File: src/rtl/rr_arb8.sv
`default_nettype none
// ----------------------------------------------------------------------------
// rr_arb8 : 8-way round-robin arbiter with hold limit and forced rotation
// Rev 1.0
// ----------------------------------------------------------------------------
module rr_arb8 #(
  parameter int MAX_HOLD = 4
) (
  input  logic       clock,
  input  logic       reset,
  input  logic       en,
  input  logic [7:0] req,
  output logic [7:0] gnt,
  output logic       gnt_valid,
  output logic [2:0] gnt_idx
);

  typedef enum logic [0:0] {
    IDLE  = 1'b0,
    GRANT = 1'b1
  } state_t;

  localparam logic [3:0] HOLD_LIMIT = 4'(MAX_HOLD);

  state_t     state_q, state_d;
  logic [2:0] ptr_q, ptr_d;
  logic [3:0] hcnt_q, hcnt_d;
  logic [7:0] gnt_q, gnt_d;
  logic       gnt_valid_q, gnt_valid_d;
  logic [2:0] gnt_idx_q, gnt_idx_d;

  logic       do_grant;
  logic [7:0] cand;
  logic [2:0] win;

  // Descending search starting at p, wrapping 0 -> 7; first set bit wins.
  function automatic logic [2:0] pick(input logic [7:0] c, input logic [2:0] p);
    logic [2:0] r;
    logic [2:0] i;
    logic       f;
    r = p;
    f = 1'b0;
    for (int k = 0; k < 8; k++) begin
      i = p - 3'(k);
      if (!f && c[i]) begin
        r = i;
        f = 1'b1;
      end
    end
    return r;
  endfunction

  always_comb begin
    state_d     = state_q;
    ptr_d       = ptr_q;
    hcnt_d      = hcnt_q;
    gnt_d       = gnt_q;
    gnt_valid_d = gnt_valid_q;
    gnt_idx_d   = gnt_idx_q;
    do_grant    = 1'b0;
    cand        = 8'h00;
    win         = 3'd0;

    case (state_q)
      IDLE: begin
        if (en && (|req)) begin
          do_grant = 1'b1;
          cand     = req;
        end
      end
      GRANT: begin
        if (!en) begin
          state_d     = IDLE;
          gnt_d       = 8'h00;
          gnt_valid_d = 1'b0;
          gnt_idx_d   = 3'd0;
          hcnt_d      = 4'd0;
        end else if (!req[gnt_idx_q]) begin
          // Owner released: its bit is already low, so req is the candidate set.
          if (|req) begin
            do_grant = 1'b1;
            cand     = req;
          end else begin
            state_d     = IDLE;
            gnt_d       = 8'h00;
            gnt_valid_d = 1'b0;
            gnt_idx_d   = 3'd0;
            hcnt_d      = 4'd0;
          end
        end else if (hcnt_q < HOLD_LIMIT) begin
          hcnt_d = hcnt_q + 4'd1;
        end else if (|(req & ~gnt_q)) begin
          do_grant = 1'b1;
          cand     = req & ~gnt_q;
        end
      end
      default: begin
        state_d     = IDLE;
        gnt_d       = 8'h00;
        gnt_valid_d = 1'b0;
        gnt_idx_d   = 3'd0;
        hcnt_d      = 4'd0;
      end
    endcase

    if (do_grant) begin
      win         = pick(cand, ptr_q);
      state_d     = GRANT;
      gnt_d       = 8'b1 << win;
      gnt_valid_d = 1'b1;
      gnt_idx_d   = win;
      ptr_d       = win - 3'd1;
      hcnt_d      = 4'd1;
    end
  end

  always_ff @(posedge clock or negedge reset) begin
    if (!reset) begin
      state_q     <= IDLE;
      ptr_q       <= 3'd7;
      hcnt_q      <= 4'd0;
      gnt_q       <= 8'h00;
      gnt_valid_q <= 1'b0;
      gnt_idx_q   <= 3'd0;
    end else begin
      state_q     <= state_d;
      ptr_q       <= ptr_d;
      hcnt_q      <= hcnt_d;
      gnt_q       <= gnt_d;
      gnt_valid_q <= gnt_valid_d;
      gnt_idx_q   <= gnt_idx_d;
    end
  end

  assign gnt       = gnt_q;
  assign gnt_valid = gnt_valid_q;
  assign gnt_idx   = gnt_idx_q;

endmodule
`default_nettype wire

File: config.mk
export PLATFORM = sky130hd
export DESIGN_NAME = rr_arb8
export DESIGN_NICKNAME = d
export VERILOG_FILES = /design/src/rtl/rr_arb8.sv
export SDC_FILE = /design/constraint.sdc
export NUM_CORES = 1
export LEC_CHECK = 0
export BUFFER_PORTS_ARGS = -buffer_cell sky130_fd_sc_hd__buf_2
export CAP_MARGIN = 20
export CELL_PAD_IN_SITES_DETAIL_PLACEMENT = 1
export CELL_PAD_IN_SITES_GLOBAL_PLACEMENT = 1
export CORE_ASPECT_RATIO = 1.5
export CORE_MARGIN = 4
export CORE_UTILIZATION = 32
export CTS_BUF_LIST = sky130_fd_sc_hd__clkbuf_4 sky130_fd_sc_hd__clkbuf_8 sky130_fd_sc_hd__clkbuf_16
export CTS_CLUSTER_SIZE = 10
export DETAILED_ROUTE_END_ITERATION = 10
export GPL_ROUTABILITY_DRIVEN = 0
export PLACE_DENSITY_LB_ADDON = 0.1
export SLEW_MARGIN = 20
export SYNTH_ARGS = -nofsm -noshare
export SYNTH_HDL_FRONTEND = slang
export SYNTH_SLANG_ARGS = --single-unit
File: constraint.sdc
create_clock -name clock -period 3.96 [get_ports clock]
set_clock_uncertainty 0.1 [all_clocks]
set_input_delay 0.792 -clock clock [delete_from_list [all_inputs] [get_ports clock]]
set_output_delay 0.792 -clock clock [all_outputs]
set_load 0.005 [all_outputs]
==> summary.md, run 1 <==
| Metric | Value |
|---|---|
| Status | finished, final reports clean |
| CTS max path bufs | 2 |
| Worst vdd ir | 519 µV |
| Slew Limit Fails | 0 |
| DR vias/cell | 6.08 |
| CP arrival | 3.94 ns |
| CP Data Required Time | 4.05 ns |
| Post-Place Cell Area | 2960 µm² |
| Share of the synthesized area in the top cell type | 0.184 |
| Vias | 2,726 |
| Synthesized area | 2310 µm² |
| Crit end category | flip-flop |
| Reg2reg end | gnt[0]$_DFFE_PN0P_ |
| Synth area leader | dfrtp_1 |
| CP dominant cell by count | buf_4 |
| Post-synth EDFFs | 0 |
| Antenna diodes | 0 |
| DR WL met2 | 5010 µm |
| Total global routing track utilization | 0.214 |
| CTS tree | yes |
| Met1 WL | 3500 µm |
| Initial core utilization | 0.332 |
| Fin worst setup slack | 0.103 ns |
| Metal3 WL | 221 µm |
| Slowest stage delay, CP | 0.40 ns |
| Layout area overhead | 37.4% |
| Clock Sinks | 20 |
| Drt total wl | 9410 µm |
| Setup CP Type | in2reg |
| Fin area | 3170 µm² |
| Slowest CP cell | a221o_1 |
| Die Span Y | 112 µm |
| Post-synthesis cell type count | 70 |
| Worst path depth | 14 |
| Vias in the first global route | 2,940 |
| Final Critical Period | 3.86 ns |
| I/O pin count | 23 |
| Minimum setup slack after placement | -0.302 ns |
| Sequential cell area fraction in the yosys report | 0.219 |
| ANT nets after route | 0 |
| Largest net degree at the start of global routing | 21 |
| Worst r2r src | gnt_idx[2]$_DFFE_PN0P_ |
| Slew HR | 0.456 |
| Initial antenna violation count | 0 |
| Syn avg cell area | 8.12 µm² |
| Final count of negative-setup-slack endpoints | 0 |
| Async S/R FF share, synth | 1.00 |
| Hold Crit Class | in2async |
| Tightest Pin Transition | 0.816 ns |
| CTS Buf Count | 3 |
| Final period utilization | 0.974 |
| Worst-skew pair later-pin latency | 0.26 ns |
| R2R depth | 10 |
| IO buf count | 22 |
| Worst path cell trace | buf_2, nor2b_2, nand3_1, o22ai_1, o211ai_1, buf_4, buf_4, o21a_1, a32o_1, a221o_1, a21oi_2, a311oi_4, a2111o_1, o221ai_1 |
| Filler cell count | 863 |
| Yosys reg bits | 20 |
| Most common cell after layout, fill and taps aside | buf_4 |
| Uppermost layer routed | met4 |
| WL/cell | 21.0 µm |
| Syn nets | 300 |
| Yosys warns | 0 |
| Die extent in x | 77.3 µm |
| Endpoints failing hold | 0 |
| Power Dens Cells | 1130 nW/µm² |
| Grt ovf | 0 |
| Row Count | 37 |
| Final HPWL from detailed placement | 7480 µm |
| Clock slew at reported path FFs | 0.08 ns |
| CTS root buffer | clkbuf_8 |
| Worst path top cell family by delay | compound AO/OA/AOI/OAI gates |
| First-pass DRT Iterations | 6 |
| Largest cells by area after synthesis | dfrtp_1 18%, nand2_1 5.0%, mux2i_1 3.9% |
| Fmax achieved | 259 MHz |
| First-pass GRT wire length | 14,800 µm |
| Die area | 8660 µm² |
| Final net count | 387 |
| Crit-path max FO | 5 |
| Residual DRC count | 0 |
| Ys flop type | dfrtp_1 |
| Initial drt markers | 76 |
| Number of H-tree levels | 1 |
| LEAKAGE | 1.43 nW |
| Core ar. | 6940 µm² |
| Worst Setup Start Kind | input pin |
| Buf/Inv on CP | 3 |
| Syn Inst Count | 284 |
| Max_cap viols | 0 |
| Layout cells sized above 1 | 0.381 |
| Most frequent cells in the layout | 70 x buf_4, 31 x nand2_1, 22 x buf_2 |
| Flop2flop setup slack | 0.20 ns |
## flip-flops by register name (all words and copies together), names as in the netlist
signal / flops
gnt: 8
gnt_idx: 3
gnt_valid: 1
hcnt_q: 4
ptr_q: 3
state_q: 1
## power breakdown
group / leakage (nW) / internal, mW / total, mW / switching [mW]
Clock: 0.0357 / 0.135 / 0.206 / 0.0713
Sequential: 0.252 / 0.287 / 0.418 / 0.131
Combinational: 1.14 / 1.39 / 2.96 / 1.57
## routing by layer
| metal | GRT usage | up-vias |
|---|---|---|
| li1 | - | 1275 |
| met1 | 0.227 | 1343 |
| met2 | 0.407 | 67 |
| met3 | 0.0178 | 41 |
| met4 | 0.113 | 0 |
| met5 | 0 | - |
## cells in the mapped netlist (3+ instances only)
cell,count
nor2_1,21
nand2b_1,4
clkbuf_1,9
o21a_1,5
ha_1,5
nand4_1,5
o21ai_0,14
o22ai_1,6
a211oi_1,4
a32oi_1,3
nor4_1,5
nand3_1,8
a21oi_1,11
a32o_1,6
o211ai_1,9
dfstp_2,3
inv_1,10
a31oi_1,4
nor3_1,9
a22oi_1,4
mux2_2,3
and2_1,4
o31ai_1,3
dfrtp_1,17
and3_1,6
nor2b_1,7
nand2_1,31
mux2i_1,9
## what timing repair did
action / in CTS / in global routing
hold buffers: 0 / 0
cloned: 0 / 2
setup buffers: 0 / 3
gates resized for setup: 3 / 13
endpoints found under the setup margin: 4 / 12
pin swaps: 0 / 6
## logic make-up after synthesis
family | after synthesis | synth area share
simple gates | 113 | 0.262
mux | 15 | 0.0798
flops | 20 | 0.219
fa+ha+maj | 5 | 0.0271
compound gates | 101 | 0.351
xor+xnor | 4 | 0.0152
buf+inv | 26 | 0.0461
## how the worst max path moves through the flow
stage	startpoint	endpoint	slack (ns)
floorplan	req[6]	ptr_q[1]$_DFFE_PN1P_	0.18
global placement	req[3]	gnt[2]$_DFFE_PN0P_	-0.20
detailed placement	req[3]	gnt[0]$_DFFE_PN0P_	-0.30
CTS	req[3]	gnt[0]$_DFFE_PN0P_	0.04
global route	en	gnt[2]$_DFFE_PN0P_	-0.02
finish	en	ptr_q[2]$_DFFE_PN1P_	0.10
## layout make-up
| cell class | instances | area (µm²) | share of cell area |
|---|---|---|---|
| timing repair buffer | 92 | 636 | 0.201 |
| clock buffer | 3 | 41.3 | 0.0130 |
| sequential | 20 | 509 | 0.161 |
| multi-input combinational | 240 | 1800 | 0.569 |
| tap | 78 | 97.6 | 0.0308 |
| clock inverter | 1 | 30.0 | 0.00947 |
| inverter | 14 | 52.6 | 0.0166 |
## metrics by stage
step / util / total power, mW / setup TNS (ns) / hold WS, ns / instances
after global routing: 0.456 / 3.89 / -0.0821 / 0.385 / 448
after CTS: 0.439 / 3.43 / 0 / 0.383 / 443
after detailed placement: 0.427 / 3.20 / -2.32 / 0.371 / 439
final: 0.456 / 3.58 / 0 / 0.368 / 448
after floorplan: - / 2.04 / 0 / 0.364 / 284
after global placement: 0.427 / 3.16 / -1.81 / 0.362 / 439
(Power assumes the default switching activity.)
==> run 2: changes to the inputs <==
--- a/config.mk
+++ b/config.mk
@@ -16,6 +16,7 @@
 export CTS_CLUSTER_SIZE = 10
 export DETAILED_ROUTE_END_ITERATION = 10
 export GPL_ROUTABILITY_DRIVEN = 0
+export GPL_TIMING_DRIVEN = 0
 export PLACE_DENSITY_LB_ADDON = 0.1
 export SLEW_MARGIN = 20
 export SYNTH_ARGS = -nofsm -noshare
==> summary.md, run 2 (synthesis gave the netlist of run 1 again) <==
| Metric | Value |
|---|---|
| Min Hold Slack | 0.367 ns |
| First-pass GRT wire length | 14,200 µm |
| Post-Place Cell Area | 2510 µm² |
| Die extent in x | 77.3 µm |
| Filler cell count | 840 |
| Endpoints failing hold | 0 |
| CTS tree | yes |
| R2R depth | 15 |
| Largest net degree at the start of global routing | 21 |
| ANT nets after route | 0 |
| Fmax achieved | 257 MHz |
| Most frequent cells in the layout | 30 x nand2_1, 24 x buf_2, 19 x nor2_1, 19 x buf_4, 17 x dfrtp_1 |
| Residual DRC count | 0 |
| Setup CP Type | in2reg |
| Fin area | 2980 µm² |
| Max reg flops | 8 |
| Grt ovf | 0 |
| Vias | 2,565 |
| CP Data Required Time | 4.04 ns |
| Worst Setup Start Kind | input pin |
| Flop2flop setup slack | 0.15 ns |
| Clock slew at reported path FFs | 0.08 ns |
| Worst-skew pair later-pin latency | 0.26 ns |
| Vias in the first global route | 2,713 |
| Reg2reg end | gnt[0]$_DFFE_PN0P_ |
| Crit-path max FO | 6 |
| Most common cell after layout, fill and taps aside | nand2_1 |
| Layout area overhead | 29.4% |
| Hold Crit Class | in2async |
| Slew HR | 0.563 |
| Max_cap viols | 0 |
| DR vias/cell | 6.27 |
| Drt total wl | 9090 µm |
| I/O pin count | 23 |
| Initial core utilization | 0.332 |
| Final count of negative-setup-slack endpoints | 0 |
| Die Span Y | 112 µm |
| Slew Limit Fails | 0 |
| Number of H-tree levels | 1 |
| Final Critical Period | 3.90 ns |
| WL/cell | 22.2 µm |
| Final net count | 348 |
| Tightest Pin Transition | 0.656 ns |
| Status | finished, final reports clean |
| Final HPWL from detailed placement | 6910 µm |
| First-pass DRT Iterations | 4 |
| IO buf count | 22 |
| Final period utilization | 0.984 |
| Clock Sinks | 20 |
| Core ar. | 6940 µm² |
| Row Count | 37 |
| Unrepaired setup endpoints after global routing | yes |
| CTS Buf Count | 3 |
| Crit end category | flip-flop |
| Initial drt markers | 91 |
| Worst r2r src | gnt_idx[0]$_DFFE_PN0P_ |
| Antenna diodes | 0 |
| CTS root buffer | clkbuf_8 |
| CTS max path bufs | 2 |
| Total global routing track utilization | 0.206 |
| Layout cells sized above 1 | 0.329 |
| CP arrival | 3.98 ns |
| Initial antenna violation count | 0 |
| Die area | 8660 µm² |
## run 2: cell types whose count changed in the layout (fill, tap and decap cells not counted), moves of 2 or more
| cell | change |
|---|---|
| clkbuf_2 | +2 |
| o21ai_0 | -2 |
| a211oi_2 | +2 |
| buf_2 | +2 |
| nor2_2 | +2 |
| o21ai_2 | +2 |
| nor2_1 | -2 |
| a211oi_1 | -2 |
| clkbuf_1 | +6 |
| buf_4 | -51 |
| ha_1 | -2 |
| ha_4 | +2 |
## run 2: final cells by class
type,count,area (µm²),share of cell area
clock inverters,1,30.0,0.0101
clock buffers,3,41.3,0.0138
well taps,78,97.6,0.0327
repair buffers,42,273,0.0914
inverters,14,53.8,0.0180
flip-flops and latches,20,504,0.169
plain buffers,11,53.8,0.0180
multi-input cells,240,1930,0.647
## run 2: per-layer routing
metal  up-vias  track usage  wire length [µm]
met3        31       0.0186               203
met5         -            0                 0
met1      1262        0.219              3470
met2        69        0.390              4970
met4         0        0.110               444
li1       1203            -                 -
## run 2: critical path: stages
cell and delay [ns]:
buf_2 0.14, mux2_4 0.32, a2bb2oi_4 0.20, a211o_1 0.35
and2_4 0.17, mux4_2 0.54, a32o_1 0.23, a221o_1 0.41
a21oi_2 0.18, a311oi_4 0.15, a2111o_1 0.42, o221ai_1 0.08
## run 2: how the worst max path moves through the flow
stage	startpoint	end	slack (ns)
floorplan	req[6]	ptr_q[1]$_DFFE_PN1P_	0.18
global placement	req[2]	gnt[4]$_DFFE_PN0P_	-0.57
detailed placement	req[1]	ptr_q[2]$_DFFE_PN1P_	-0.59
CTS	req[1]	gnt[4]$_DFFE_PN0P_	0.002
global route	req[2]	gnt[4]$_DFFE_PN0P_	-0.09
finish	req[6]	ptr_q[2]$_DFFE_PN1P_	0.06
## run 2: what timing repair did
item                       4_1_cts  5_1_grt
gates resized for setup         17       24
hold buffers                     0        0
pin swaps                        5       13
gates cloned                     2        0
buffers inserted                 5       15
setup endpoints to repair       14       12
## run 2: metrics by stage
step,std cells,setup WS [ns],utilization,setup TNS (ns)
floorplan,284,0.185,-,0
global placement,384,-0.568,0.362,-6.11
detailed placement,384,-0.591,0.362,-6.26
CTS,394,0.00172,0.392,0
global route,409,-0.0943,0.430,-0.392
finish,409,0.0634,0.430,0
Power of run 2 is not shown: default switching activity piles up to over one toggle a cycle in this logic, so the estimate is an artifact.
==> run 3: changes to the inputs <==
==> constraint.sdc (replaced) <==
create_clock -name clock -period 3.96 [get_ports clock]
set_clock_uncertainty 0.1 [all_clocks]
set_input_delay 0.792 -clock clock [delete_from_list [all_inputs] [get_ports clock]]
set_output_delay 0.792 -clock clock [all_outputs]
set_load 0.1 [all_outputs]
==> summary.md, run 3 (synthesis gave the netlist of run 1 again) <==
| Metric | Value |
|---|---|
| Initial antenna violation count | 0 |
| ANT nets after route | 0 |
| First-pass DRT Iterations | 4 |
| Clock Sinks | 20 |
| CP arrival | 4.01 ns |
| CP Data Required Time | 4.07 ns |
| Fin worst setup slack | 0.0611 ns |
| CTS root buffer | clkbuf_8 |
| Initial core utilization | 0.332 |
| Crit end category | flip-flop |
| Final period utilization | 0.985 |
| Slowest CP cell | mux4_2 |
| Max reg flops | 8 |
| Critical Path Start | req[6] |
| Flop2flop setup slack | 0.14 ns |
| Filler-free cell count of the finished design | 409 |
| Initial drt markers | 91 |
| Status | finished, final reports clean |
| Worst-skew pair later-pin latency | 0.28 ns |
| Reg2reg end | ptr_q[1]$_DFFE_PN1P_ |
| CTS tree | yes |
| Crit-path max FO | 6 |
| IO buf count | 22 |
| Fmax achieved | 256 MHz |
| Antenna diodes | 0 |
| Most frequent cells in the layout | 30 x nand2_1, 22 x buf_2, 19 x nor2_1, 19 x buf_4, 15 x dfrtp_1 |
| Grt ovf | 0 |
| Layout area overhead | 28.6% |
| Final Critical Period | 3.90 ns |
| Drt total wl | 8980 µm |
| Fin area | 2970 µm² |
| Setup TNS | 0 ns |
| Minimum setup slack after placement | -0.664 ns |
| Slowest stage delay, CP | 0.54 ns |
| Hold Crit Class | in2async |
| Setup CP Type | in2reg |
| DR vias/cell | 6.16 |
| Total global routing track utilization | 0.205 |
| # hold bufs at CTS | 0 |
| Worst r2r src | gnt_idx[0]$_DFFE_PN0P_ |
| CTS max path bufs | 2 |
| Post-Place Cell Area | 2520 µm² |
| Worst Setup Start Kind | input pin |
| Core ar. | 6940 µm² |
| R2R depth | 13 |
| Max_cap viols | 0 |
| Layout cells sized above 1 | 0.335 |
| Final count of negative-setup-slack endpoints | 0 |
| Most common cell after layout, fill and taps aside | nand2_1 |
| Final HPWL from detailed placement | 6760 µm |
| Die Span Y | 112 µm |
| Slew HR | 0.550 |
| Filler cell count | 847 |
| Endpoints failing hold | 0 |
| Vias | 2,520 |
| DP Cell Count | 384 |
| Die extent in x | 77.3 µm |
| Vias in the first global route | 2,673 |
| Number of H-tree levels | 1 |
| WL/cell | 21.9 µm |
| Die area | 8660 µm² |
| Row Count | 37 |
| I/O pin count | 23 |
| Final net count | 348 |
| CTS Buf Count | 3 |
| Slew Limit Fails | 0 |
| Largest net degree at the start of global routing | 21 |
| Clock slew at reported path FFs | 0.09 ns |
| Residual DRC count | 0 |
| Tightest Pin Transition | 0.675 ns |
| First-pass GRT wire length | 14,100 µm |
| Worst path cell trace | clkbuf_4, mux2_4, a2bb2oi_4, a211o_1, and2_4, mux4_2, a32o_1, a221o_1, a21oi_2, a311oi_4, buf_4, ha_1, a21oi_1 |
## run 3: changes by cell type in the layout (fill, tap and decap cells not counted), sizes merged
cell,change
clkinvlp,+1
buf,-2
clkbuf,+2
clkinv,-1
## run 3: timing repair
action / CTS / global route
resized for setup: 21 / 24
pin swaps: 8 / 16
setup buffers: 6 / 14
endpoints found under the setup margin: 14 / 11
gates cloned: 2 / 0
## run 3: worst max path at each step
stage	endpoint	slack (ns)	cells past startpoint
2_1_floorplan	ptr_q[1]$_DFFE_PN1P_	0.008	12
3_3_place_gp	gnt[4]$_DFFE_PN0P_	-0.61	13
3_5_place_dp	gnt[4]$_DFFE_PN0P_	-0.66	13
4_1_cts	gnt[0]$_DFFE_PN0P_	0.02	13
5_1_grt	gnt[3]$_DFFE_PN0P_	-0.04	16
6_report	ptr_q[1]$_DFFE_PN1P_	0.06	13
## run 3: critical path, delay by kind of cell
kind | cells | cell delay [ns]
AO/OA/AOI/OAI | 7 | 1.58
adder cells (fa/ha/maj) | 1 | 0.29
buffers and inverters | 2 | 0.32
multiplexers | 2 | 0.86
AND/OR/NAND/NOR | 1 | 0.17
## run 3: stage by stage
step            util  hold WS, ns
3_5_place_dp   0.362        0.372
5_1_grt        0.427        0.375
3_3_place_gp   0.362        0.360
6_report       0.427        0.355
4_1_cts        0.397        0.374
2_1_floorplan      -        0.364
## run 3: final cells by class
type                    count  area [µm²]  area share
flip-flops and latches     20         507       0.171
inverters                  14        57.6      0.0194
repair buffers             42         278      0.0937
plain buffers              11        56.3      0.0190
clock buffers               3        41.3      0.0139
well taps                  78        97.6      0.0329
clock inverters             1        30.0      0.0101
multi-input cells         240        1900       0.640
## run 3: metal layers
metal,GRT usage,vias to the layer above,routed length [µm],part of all wire
met5,0,-,0,0
met4,0.0914,0,262,0.029
met3,0.0138,16,84,0.0094
met2,0.395,36,5020,0.56
met1,0.224,1261,3610,0.40
li1,-,1207,-,-
Power of run 3 is left out for the same reason.
